[src/rtl/regfile_write_arbiter.sv]
// Write-port arbiter for the 8 x 8-bit register file: merges the in-order
// writeback (A) and the multicycle/load unit (B), and tracks pending B writes.
module regfile_write_arbiter (
  input  logic       clk,
  input  logic       rst,
  input  logic       a_valid,
  input  logic [2:0] a_addr,
  input  logic [7:0] a_data,
  output logic       a_ready,
  input  logic       b_valid,
  input  logic [2:0] b_addr,
  input  logic [7:0] b_data,
  output logic       b_ready,
  input  logic       rsv_valid,
  input  logic [2:0] rsv_addr,
  output logic [7:0] busy,
  output logic       wr_en,
  output logic [2:0] wr_addr,
  output logic [7:0] wr_data
);

  localparam int unsigned NREG = 8;
  localparam int unsigned AW   = 3;
  localparam int unsigned DW   = 8;

  typedef enum logic {
    PRIO_A = 1'b0,
    PRIO_B = 1'b1
  } prio_t;

  prio_t           prio;
  logic            grant_a;
  logic            grant_b;
  logic            grant;
  logic [AW-1:0]   grant_addr;
  logic [DW-1:0]   grant_data;
  logic [NREG-1:0] busy_nxt;

  // Grant decision; ready is gated by rst so nothing is accepted during reset.
  always_comb begin
    grant_a    = rst & a_valid & (~b_valid | (prio == PRIO_A));
    grant_b    = rst & b_valid & (~a_valid | (prio == PRIO_B));
    grant      = grant_a | grant_b;
    grant_addr = grant_b ? b_addr : a_addr;
    grant_data = grant_b ? b_data : a_data;
    a_ready    = grant_a;
    b_ready    = grant_b;
  end

  // Reservation is applied after the B clear so a same-edge re-reserve wins.
  always_comb begin
    busy_nxt = busy;
    if (grant_b) busy_nxt[b_addr] = 1'b0;
    if (rsv_valid) busy_nxt[rsv_addr] = 1'b1;
    busy_nxt[0] = 1'b0;
  end

  always_ff @(posedge clk or negedge rst) begin
    if (!rst) begin
      prio    <= PRIO_A;
      wr_en   <= 1'b0;
      wr_addr <= AW'(0);
      wr_data <= DW'(0);
      busy    <= NREG'(0);
    end else begin
      if (grant_a) prio <= PRIO_B;
      else if (grant_b) prio <= PRIO_A;
      // R0 grants still consume the slot but never reach the register file.
      wr_en <= grant & (grant_addr != AW'(0));
      if (grant) begin
        wr_addr <= grant_addr;
        wr_data <= grant_data;
      end
      busy <= busy_nxt;
    end
  end

endmodule
[config.mk]
export PLATFORM = sky130hd
export DESIGN_NAME = regfile_write_arbiter
export DESIGN_NICKNAME = d
export VERILOG_FILES = /design/src/rtl/regfile_write_arbiter.sv
export SDC_FILE = /design/constraint.sdc
export NUM_CORES = 1
export LEC_CHECK = 0
export ABC_AREA = 1
export CAP_MARGIN = 20
export CORE_MARGIN = 3
export CORE_UTILIZATION = 34
export DETAILED_ROUTE_END_ITERATION = 10
export HOLD_SLACK_MARGIN = 0.15
export PLACE_DENSITY = 0.74
export REMOVE_ABC_BUFFERS = 1
export SLEW_MARGIN = 20
export SYNTH_ARGS = -nofsm -noshare
export SYNTH_HDL_FRONTEND = slang
export SYNTH_SLANG_ARGS = --single-unit
[constraint.sdc]
create_clock -name clk -period 1.2 [get_ports clk]
set_clock_uncertainty 0.1 [all_clocks]
set_input_delay 0.24 -clock clk [delete_from_list [all_inputs] [get_ports clk]]
set_output_delay 0.24 -clock clk [all_outputs]
set_load 0.01 [all_outputs]
==> reports/summary.md <==
- 52.4% — fraction of the yosys area taken by sequential cells
- 0 — antenna-violating nets left
- 14.4 µm — Avg WL per Cell
- 2250 µm — post-DP HPWL
- 1 — total number of H-tree levels
- 18 — setup violation total in the final timing report
- 0 — total overflow reported by the global router
- 86.6% — layout-stage area growth over the synthesis result
- sky130_fd_sc_hd__dfrtp_1 — leading area contributor after synthesis
- 3090 µm — Total Wirelength
- reg -> out — CP Class
- 0 — final hold violation count
- 59.0 µm — vertical extent of the die
- 0 — number of maximum-capacitance constraint violations
- -1.08 ns — Final TNS setup
- 4770 µm — global-route wire length before repair
- 52 — I/O Pins
- 1.36 ns — time the final worst path needs with I/O delays and setup
- 0 — DR DRC count
- 955 µm² — netlist area before placement
- 37.2% — initial core utilization
- sky130_fd_sc_hd__clkbuf_4 — root cell of the clock tree
- 0.09 ns — clock transition at the register clock pins on the worst setup and hold paths after CTS
- 4 — first-pass detailed-route iteration total
- sky130_fd_sc_hd__dfrtp_1 52%, sky130_fd_sc_hd__nand2_1 7.1%, sky130_fd_sc_hd__o21ai_1 5.8%, sky130_fd_sc_hd__o22ai_1 5.2%, sky130_fd_sc_hd__nand2_2 4.6% — synth top area cells
- 0 — final number of max-transition violations
- -0.10 ns — reg-to-reg slack, setup
- 18.2% — total routing usage reported by global routing
- flip-flops — cell family with most CP delay
- 1.02 ns — data arrival time of the critical path
- 1,056 — vias after detailed routing
- yes — CTS tree
- 217 — NumNets Final
- 0.806 — routability-driven placement congestion ratio
- true — RSZ-0062 raised after global routing
- sky130_fd_sc_hd__dfrtp_1 — slowest stage cell, crit path
- 21 — maximum number of pins on one net before global-route repair
- 35 — Iter 0 DRT Violations
- 0.398 ns — final worst hold slack
- 1780 µm² — Final Cell Area
- 1.94 mW — total power
- 8.60 µm² — Post-Syn Area per Cell
- 0.808 nW — Leak
- sky130_fd_sc_hd__dfrtp_1 — Primary FF master, synth
- 213 — fillers
- 0 — Antenna Diode Count
- 0.29 ns — clock latency reported for the late side of the worst-skew pair
- 0.808 mV — Max VDD drop
- setup timing — violations in the final reports
- 0 — Post-synth EDFFs
- 20 x sky130_fd_sc_hd__dfrtp_1, 18 x sky130_fd_sc_hd__nand2_1, 11 x sky130_fd_sc_hd__inv_1, 11 x sky130_fd_sc_hd__o21ai_1 — most numerous cell types in the synthesized netlist
- 2 — maximum net fanout on the critical path
- 18 — row count
- 0.42 ns — Critical Path Max Stage Delay
- a21oi_2 -> buf_2 — cells along the critical path
- 1090 nW/µm² — pwr dens
- 52.4% — area share of the largest cell type after synthesis
- 100% — Async SR Flop Fraction
- 69.4% — post-route core utilization
- -0.160 ns — final worst setup slack
- 0 — count of synthesis-stage warnings from yosys
- finished with violations — result of the run
- 3480 µm² — area of the die
- 20 — number of sinks handled by clock tree synthesis
- 1580 µm² — dpl cell area
- 0.86 ns — required time of the critical path
- reg -> reg — class of the tightest hold or removal check
- flop — startpoint kind of the worst setup timing path
- 201 — DP Cell Count
- 215 — post-layout instance count excluding filler cells
- 20 — number of synthesized register bits
- 4.91 — routed vias/inst
- 50 — Port Buffers
- 59.0 µm — horizontal extent of the die
- 3 — number of buffers added by the clock tree synthesis step
- 735 MHz — timing-limited maximum frequency
- 0 — antenna violations before repair
- 113% — fraction of the cycle the final worst path needs
- 2570 µm² — Core Footprint
- sky130_fd_sc_hd__dfrtp_1 — dominant cell by count in the synthesized netlist
- 1,058 — number of global-route vias before repair
- -0.699 ns — post-place setup slack
- output port — endpoint kind of the worst setup timing path
- 111 — synthesized instance count
- 44.3% — fraction of layout cells with a size suffix above 1
- 18 — number of unique standard cell types used by synthesis
- 2 — clock buffer depth
- 1 — buffers and inverters on the worst path
## power by group
part	switching [mW]	internal, mW	leakage [nW]	total, mW
clock	0.182	0.117	0.0138	0.299
sequential	0.0662	0.785	0.221	0.851
combinational	0.367	0.426	0.573	0.793
## cell families (layout without fill, tap and decap cells)
family	Yosys count	count (layout)	share of synthesized area [%]
AND/OR/NAND/NOR	46	46	22.3
AO/OA/AOI/OAI	28	28	17.3
flip-flops	20	20	52.4
buffers and inverters	16	90	7.60
other	1	1	0.393
## layout make-up
class                           count  area [µm²]  area share [%]
Timing Repair Buffer               73         618            34.7
Multi-Input combinational cell     75         549            30.8
Sequential cell                    20         500            28.1
Inverter                           14        53.8            3.02
Tap cell                           30        37.5            2.11
Clock buffer                        3        22.5            1.26
## cell usage in the layout, fill, tap and decap left out, drive strengths merged
cell type,instances
clkinv,1
clkbuf,3
conb,1
dfrtp,20
dlygate4sd3,1
a21oi,2
clkdlybuf4s50,26
buf,43
nor3,8
dlygate4sd2,3
nand3,4
o22ai,8
nor2,8
nand2,26
inv,13
o21ai,18
## worst min-delay path: stages (launching register included)
cell and delay (ns):
sky130_fd_sc_hd__dfrtp_1 0.35, sky130_fd_sc_hd__o21ai_1 0.06, sky130_fd_sc_hd__o21ai_1 0.06
## worst paths after layout
check	cells after the start	end	startpoint
hold / removal	2	busy[3]	busy[3]
setup reg to reg	9	wr_en	prio
setup / recovery	2	a_ready	prio
max in group asynchronous	3	busy[1]	rst
min in group asynchronous	3	wr_data[7]	rst
hold reg to reg	2	busy[3]	busy[3]
## sequential cells by signal, indices dropped and copies added (netlist names)
name	flops
busy	7
wr_en	1
wr_data	8
wr_addr	3
prio	1
## repair_timing
action	in CTS	in global routing
hold endpoints to repair	20	0
endpoints found under the setup margin	40	35
cloned	0	0
hold buffers	1	0
buffers inserted	3	7
gates resized for setup	118	15
pin swaps	14	6
## layer usage
metal,wire length [µm],part of all wire [%],up-vias,GRT usage (%)
met5,0,0,-,0
met4,25,0.81,0,4.53
met3,186,6.0,4,5.23
met2,1680,54,33,33.1
met1,1200,39,501,20.8
li1,-,-,518,-
Note: power is estimated with default switching activity, not from simulation.
==> variant: new RTL, same settings <==
Make the reset (`rst`) synchronous in one clocked block.
--- a/src/rtl/regfile_write_arbiter.sv
+++ b/src/rtl/regfile_write_arbiter.sv
@@ -56,5 +56,5 @@
   end
 
-  always_ff @(posedge clk or negedge rst) begin
+  always_ff @(posedge clk) begin
     if (!rst) begin
       prio    <= PRIO_A;
Check against the original RTL: differs if rst is asserted again (counterexample within 4 cycles, from zero or initial values and one cycle with rst low); with rst held inactive, the same outputs for 10 cycles.
==> variant against the original RTL <==
  * The flow still finishes with violations (setup timing)
  * Setup slack worse by 17 ps
  * Maximum frequency shrank 1.3%
  * Cell area is 5.8% lower
  * Total power decreased by 8.9%
  * First-iteration DRC count is 31% lower
  * Combinational power down 41%
  * Sequential cell count unchanged
  * Routed wire length rose by 0.58%
  * Synthesized area increased by 1.7%
  * Largest cell class unchanged
  * Largest power group unchanged
==> variant: results <==
set metrics [dict create \
    reg2reg_slack_ps -150 \
    setup_violations 14 \
    drtIter0Drc 24 \
    ys.flop_type "dfxtp_1" \
    placed_area_mm2 0.00157 \
    hp-class "in2reg" \
    grt_first_pass_wirelength_um 4900 \
    grt_max_degree 17 \
    status "finished with violations" \
    fin_setup_tns_ps -1690 \
    cp_data_arrival_time_ps 1040 \
    dp.cells 233 \
    max_stage_delay_ps 360 \
    whs_path_depth 4 \
    avgViaCountPerCell 4.94 \
    cp_slowest_cell "dfxtp_2" \
    yosysSeqAreaShare_pct 41.2 \
    worstHoldEndpoint "wr_addr[1]" \
    path_max_fanout 3 \
    violations "setup timing" \
    whs_ps 373 \
    grt_pass1_vias 1200 \
    drt-total-wl_um 3110 \
    hold_start "rst" \
    fillers 222 \
    timing.rr.start "prio" \
    grt_usage_pct 17.8 \
    yosys_warnings 0 \
    synthTopCellsByArea "dfxtp_1 (41%), nand2_1 (15%), nor2_1 (7.3%)" \
    cts_hold_buf 0 \
    clkSlewWorstSetupHoldPaths_ps 120 \
    peakVddDrop_uv 773 \
    synthArstFlopShare_pct 0 \
    gp_congestion 0.868 \
    timing.final.ws_setup_ps -177 \
    syn_inst 146 \
    largest_register_ffs 8 \
    p_leak_uw 0.000817 \
    wl_per_cell_um 12.9 \
    drive_gt1_share_pct 41.2 \
    hpwl_um 2170 \
    nNetsFinal 242 \
    timing.rr.end "wr_data[5]" \
]
==> variant: cell families (layout without fill, tap and decap cells) <==
| family | Yosys count | in the layout | synth area share, % |
|---|---|---|---|
| DFF | 20 | 20 | 41.2 |
| buffers and inverters | 21 | 86 | 10.3 |
| and+or+nand+nor | 75 | 75 | 32.7 |
| other | 1 | 1 | 0.386 |
| AOI/OAI and AO/OA | 29 | 29 | 15.3 |
==> variant: worst max-delay path by stage <==
stage                             to  slack (ps)  cells past startpoint
after CTS                    b_ready        -130                      5
final                        a_ready        -180                      4
after global placement       b_ready        -680                      6
after floorplan           wr_data[3]         -10                      7
after detailed placement     b_ready        -700                      6
after global routing         a_ready        -230                      4
==> variant: cell type report <==
cell class / instances / area [um2] / share of cell area [%]
sequential: 20 / 424 / 25.3
clock inverter: 1 / 30.0 / 1.79
clock buffer: 3 / 22.5 / 1.34
tap: 30 / 37.5 / 2.24
inverter: 17 / 70.1 / 4.17
timing repair buffer: 65 / 548 / 32.6
multi-input combinational: 105 / 547 / 32.6
==> variant: worst register-to-register path, stage by stage (launching register included) <==
cell	delay, ps
dfxtp_2	360
nand2_1	100
nand3_2	100
buf_4	170
nand2_8	70
clkinvlp_4	170
nor2_2	150
nor2_1	40
==> variant: layer usage <==
metal	vias to the layer above	wire length [um]	global-route usage (%)
met2	45	1630	32.6
li1	590	-	-
met4	0	12	6.15
met5	-	0	0
met1	553	1150	19.4
met3	2	306	4.79
==> variant: report_power, final <==
part           internal [uW]  switching (uW)
Clock                    337             217
Combinational            238             231
Sequential               721            26.1
Total                   1300             474
==> variant: what timing repair did <==
item                       in CTS  in global routing
buffers inserted                4                  2
resized for setup             115                 33
setup endpoints to repair      41                 20
pin swaps                       3                  9
